**config.mk**
```make
export PLATFORM = sky130hd
export DESIGN_NAME = button_pulse_gen
export DESIGN_NICKNAME = d
export VERILOG_FILES = /design/src/rtl/button_pulse_gen.sv
export SDC_FILE = /design/constraint.sdc
export NUM_CORES = 1
export LEC_CHECK = 0
export BUFFER_PORTS_ARGS = -buffer_cell sky130_fd_sc_hd__buf_2
export CORE_ASPECT_RATIO = 1.25
export CORE_MARGIN = 4
export CORE_UTILIZATION = 51
export CTS_BUF_LIST = sky130_fd_sc_hd__clkbuf_16
export CTS_CLUSTER_DIAMETER = 100
export CTS_CLUSTER_SIZE = 14
export DETAILED_ROUTE_END_ITERATION = 12
export PLACE_DENSITY = 0.75
export SETUP_SLACK_MARGIN = 0.4
export SLEW_MARGIN = 20
export SYNTH_ARGS = -nofsm -noshare
export SYNTH_HDL_FRONTEND = slang
export SYNTH_SLANG_ARGS = --single-unit
```
**constraint.sdc**
```tcl
create_clock -name clk -period 2.4 [get_ports clk]
set_input_delay 0.12 -clock clk [delete_from_list [all_inputs] [get_ports clk]]
set_output_delay 0.12 -clock clk [all_outputs]
set_load 0.005 [all_outputs]
```
**src/rtl/button_pulse_gen.sv**
```systemverilog
// Five-channel push-button conditioner: synchronizes, debounces and produces
// single-shot (scen) and auto-repeat (mcen) enable pulses per button.

module button_pulse_chan #(
    parameter int DEB_CYCLES    = 500000,
    parameter int REPEAT_CYCLES = 25000000,
    parameter int CNT_W         = 25
) (
    input  logic clk,
    input  logic reset,
    input  logic btn,
    output logic db,
    output logic scen,
    output logic mcen
);

    typedef enum logic [2:0] {
        IDLE,
        WQ,
        SCEN,
        HOLD,
        MCEN,
        WR
    } state_t;

    localparam logic [CNT_W-1:0] DEB_LAST = CNT_W'(DEB_CYCLES - 1);
    localparam logic [CNT_W-1:0] REP_LAST = CNT_W'(REPEAT_CYCLES - 1);

    logic             sync1_q;
    logic             s_q;
    state_t           state_q;
    state_t           state_d;
    logic [CNT_W-1:0] cnt_q;
    logic [CNT_W-1:0] cnt_d;
    logic             db_q;
    logic             scen_q;
    logic             mcen_q;

    // Every transition that leaves a state, or hits a terminal count, clears cnt.
    always_comb begin
        state_d = state_q;
        cnt_d   = '0;
        case (state_q)
            IDLE: begin
                if (s_q) begin
                    state_d = WQ;
                end
            end
            WQ: begin
                if (!s_q) begin
                    state_d = IDLE;
                end else if (cnt_q == DEB_LAST) begin
                    state_d = SCEN;
                end else begin
                    cnt_d = cnt_q + 1'b1;
                end
            end
            SCEN: begin
                state_d = HOLD;
            end
            HOLD: begin
                if (!s_q) begin
                    state_d = WR;
                end else if (cnt_q == REP_LAST) begin
                    state_d = MCEN;
                end else begin
                    cnt_d = cnt_q + 1'b1;
                end
            end
            MCEN: begin
                state_d = HOLD;
            end
            WR: begin
                if (s_q) begin
                    state_d = HOLD;
                end else if (cnt_q == DEB_LAST) begin
                    state_d = IDLE;
                end else begin
                    cnt_d = cnt_q + 1'b1;
                end
            end
            default: begin
                state_d = IDLE;
            end
        endcase
    end

    // Outputs are decoded from the next state so the registers track state_q exactly.
    always_ff @(posedge clk or negedge reset) begin
        if (!reset) begin
            sync1_q <= 1'b0;
            s_q     <= 1'b0;
            state_q <= IDLE;
            cnt_q   <= '0;
            db_q    <= 1'b0;
            scen_q  <= 1'b0;
            mcen_q  <= 1'b0;
        end else begin
            sync1_q <= btn;
            s_q     <= sync1_q;
            state_q <= state_d;
            cnt_q   <= cnt_d;
            db_q    <= (state_d == SCEN) || (state_d == HOLD) ||
                       (state_d == MCEN) || (state_d == WR);
            scen_q  <= (state_d == SCEN);
            mcen_q  <= (state_d == SCEN) || (state_d == MCEN);
        end
    end

    assign db   = db_q;
    assign scen = scen_q;
    assign mcen = mcen_q;

endmodule

module button_pulse_gen #(
    parameter int DEB_CYCLES    = 500000,
    parameter int REPEAT_CYCLES = 25000000,
    parameter int CNT_W         = 25
) (
    input  logic       clk,
    input  logic       reset,
    input  logic [4:0] btn,
    output logic [4:0] db,
    output logic [4:0] scen,
    output logic [4:0] mcen
);

    // Bit map {BtnL, BtnU, BtnD, BtnR, BtnC}; channels share nothing but clk/reset.
    for (genvar i = 0; i < 5; i++) begin : g_chan
        button_pulse_chan #(
            .DEB_CYCLES    (DEB_CYCLES),
            .REPEAT_CYCLES (REPEAT_CYCLES),
            .CNT_W         (CNT_W)
        ) u_chan (
            .clk   (clk),
            .reset (reset),
            .btn   (btn[i]),
            .db    (db[i]),
            .scen  (scen[i]),
            .mcen  (mcen[i])
        );
    end

endmodule
```
==> impl_results.md <==
* Antenna diodes at 0
* Cells after synthesis at 858
* CTS Sinks at 165
* EDFF count, synth at 0
* CP bufs+invs at 2
* Synthesized Nets at 870
* Overall power at 5832 uW
* Pin count of the biggest net entering global routing at 88
* Seq/Total Area, Yosys at 0.4956
* First-pass GRT wire length at 28820 um
* XOR/XNOR share of the synthesized area at 0.1251
* Clock share of power at 0.473
* Gr usage total at 0.1927
* Syn-to-layout area delta at 27.47%
* Netlist cell types at 65
* Total core area at 16140 um^2
* Average vias per placed instance at 5.679
* Syn Std Cell Area at 8332 um^2
* DRT iter0 DRCs at 497
* Htree depth at 4
* Yosys top cell by area: dfrtp_1
* Max Buffers Root-to-Sink at 2
* Total of max-cap violations at 0
* Setup tns final at 0 ns
* HPWL Detailed at 10570 um
* Rows at 52
* Multi-input logic area at 4629 um^2
* FF/Latch Area at 4140 um^2
* Drt pass-1 iters at 5
* Final-report setup violation count at 0
* Max Slew Vio Count at 0
* Clock transition at path regs at 0.06 ns
* DR DRC count at 0
* # fillers at 1172
* Hold crit path type: input pin to async pin
* Synth async-reset ratio at 1.000
* Avg Cell Area, Syn at 9.711 um^2
* Most numerous cell in the Yosys netlist: dfrtp_1
* Post-synthesis mux area share at 0.005256
* Crit-path cells: or4b_1, or4_4, o31ai_4, a2bb2oi_4, buf_4, buf_12, nor2_1
* Max VDD drop at 498.3 uV
* DRT Wirelength at 18780 um
* I/O Pins at 22
* CTS tree: done
* Via Count at 6610
* CP startpoint kind: flip-flop
* Status: finished clean
* Sw Pwr at 1298 uW
* Top FF cell, synth: dfrtp_1
* Arrival time worst endpoint at 2.60 ns
* Critical path's largest stage delay at 0.53 ns
* RSZ-0062 raised after global routing: true
* Fin crit period at 2.286 ns
* Share of layout cells above drive strength 1 at 0.2648
* # port buffers at 21
* Fmax at 0.4374 GHz
* Synth Area in Simple Gates at 0.2781
* Worst endpoint required time at 2.72 ns
* Avg WL per Cell at 16.14 um
* Seq pwr share at 0.485
* Total congestion overflow at 0
* Fin crit share at 0.9527
* Clock root buffer: clkbuf_16
* Synth top area share at 0.4956
* Setup Skew at 0.006916 ns
* RD Place Congestion at 0.8370
* Hold slack final at 0.1728 ns
* Die ar. at 18460 um^2
* Synth top area cells: dfrtp_1, xnor2_1, nor2_1
* Sw frac at 0.2226
* CP Capture Type: flip-flop
* CP delay by family, top: simple AND/OR/NAND/NOR gates
* Worst Reg2Reg Path Length in Cells at 7
* Crit-path slowest cell: or4b_1
* Setup Crit Path Kind: flip-flop to flip-flop
* Synth Area in Compound Gates at 0.04640
* Worst-path maximum fanout at 13
* Worst-skew pair later-pin latency at 0.43 ns
* Synth Area in Adders at 0.01111
* Number of synthesized register bits at 165
* R2r endpoint: g_chan[1].u_chan.cnt_q[2]$_DFF_PN0_
* Int Power at 4534 uW
* Final Hold Fails at 0
* Starting Density at 0.5164
* Die extent in x at 122.3 um
* Flop2flop setup slack at 0.11 ns
* Antenna viol nets, final at 0
* # nets final at 948
* CTS Buf Count at 17
* Initial antenna violation count at 0
* RR Startpoint: g_chan[1].u_chan.cnt_q[8]$_DFF_PN0_
* Static leakage at 0.004135 uW
* Post-synth top cells: dfrtp_1, nor2_1, xnor2_1, nand3_1, nand2_1
* Rel. slew slack at 0.4761
* Least-Margin Pin Slew at 0.7798 ns
* Pwr dens at 549.2 nW/um^2
* Main combinational cell family by area after synthesis: simple AND/OR/NAND/NOR gates
* Logic gate share of total power at 0.042
* Yosys warns at 0
* Die H at 150.9 um
* Vias in the first global route at 6316
-- worst register-to-register path, delay by kind of cell (launching register included) --
family / cells / cell delay [ns]
DFF: 1 / 0.40
AOI/OAI and AO/OA: 2 / 0.46
and+or+nand+nor: 3 / 1.05
buffers and inverters: 2 / 0.26
-- power by group through the flow --
stage / sequential, uW / clock [uW] / combinational [uW]
finish: 2830 / 2760 / 243
global route: 2830 / 2930 / 269
CTS: 2830 / 2820 / 199
detailed placement: 2880 / 0 / 163
global placement: 2880 / 0 / 161
floorplan: 2870 / 0 / 78.0
-- per-stage QoR --
step	cell area (um^2)	util	instances	setup slack [ns]
3_3_place_gp	8711	0.5399	1070	0.2560
5_1_grt	10620	0.6582	1164	0.05297
6_report	10620	0.6582	1164	0.1135
3_5_place_dp	8711	0.5399	1070	0.1764
2_1_floorplan	8408	-	858	0.2957
4_1_cts	9784	0.6064	1136	0.1848
-- cells by family after synthesis --
logic type      Yosys count
compound gates           47
flops                   165
xor+xnor                119
fa+ha+maj                 8
mux                       4
buf+inv                  65
simple gates            450
-- registers in the layout, summed over array words and instances (netlist names) --
signal                 cells
g_chan.u_chan.cnt_q      125
g_chan.u_chan.db           5
g_chan.u_chan.mcen         5
g_chan.u_chan.s_q          5
g_chan.u_chan.scen         5
g_chan.u_chan.state_q     15
g_chan.u_chan.sync1_q      5
-- how the worst max path moves through the flow --
stage | start | end | cells after the start
floorplan | g_chan[1].u_chan.cnt_q[8]$_DFF_PN0_ | g_chan[1].u_chan.cnt_q[10]$_DFF_PN0_ | 6
finish | g_chan[1].u_chan.cnt_q[8]$_DFF_PN0_ | g_chan[1].u_chan.cnt_q[2]$_DFF_PN0_ | 7
CTS | g_chan[1].u_chan.cnt_q[8]$_DFF_PN0_ | g_chan[1].u_chan.cnt_q[21]$_DFF_PN0_ | 7
global route | g_chan[1].u_chan.cnt_q[8]$_DFF_PN0_ | g_chan[1].u_chan.cnt_q[11]$_DFF_PN0_ | 7
global placement | g_chan[1].u_chan.cnt_q[8]$_DFF_PN0_ | g_chan[1].u_chan.cnt_q[24]$_DFF_PN0_ | 6
detailed placement | g_chan[1].u_chan.cnt_q[8]$_DFF_PN0_ | g_chan[1].u_chan.cnt_q[2]$_DFF_PN0_ | 6
-- what timing repair did --
item / in CTS / in global routing
pin swaps: 17 / 73
hold buffers: 6 / 0
cloned: 3 / 4
endpoints found under the hold margin: 46 / 0
gates resized for setup: 36 / 154
setup buffers: 26 / 24
setup endpoints to repair: 139 / 141
-- layout make-up --
cell class,count,share of cell area
repair buffers,98,0.08318
well taps,216,0.02545
multi-input cells,628,0.4359
clock buffers,17,0.04006
flip-flops and latches,165,0.3898
inverters,26,0.009189
clock inverters,14,0.01638
-- placed cells by master (no fill, tap or decap), types with 27 or more instances in the layout --
cell / synthesis / final
buf_4: 15 / 49
dfrtp_1: 165 / 156
nand2_1: 52 / 52
nand3_1: 57 / 52
nand4_1: 34 / 34
nor2_1: 164 / 117
nor2_4: 0 / 42
nor3_1: 32 / 27
xnor2_1: 71 / 71
xor2_1: 48 / 48
-- metal layers --
metal  share of wire  routed length (um)  vias to the layer above  GRT usage
met5               0                   0                        -          0
met4           0.022                 414                        0    0.07563
met3           0.032                 605                       37    0.04221
met2            0.52                9805                      125     0.3282
met1            0.42                7957                     3313     0.2387
li1                -                   -                     3135          -
(Power assumes the default switching activity.)
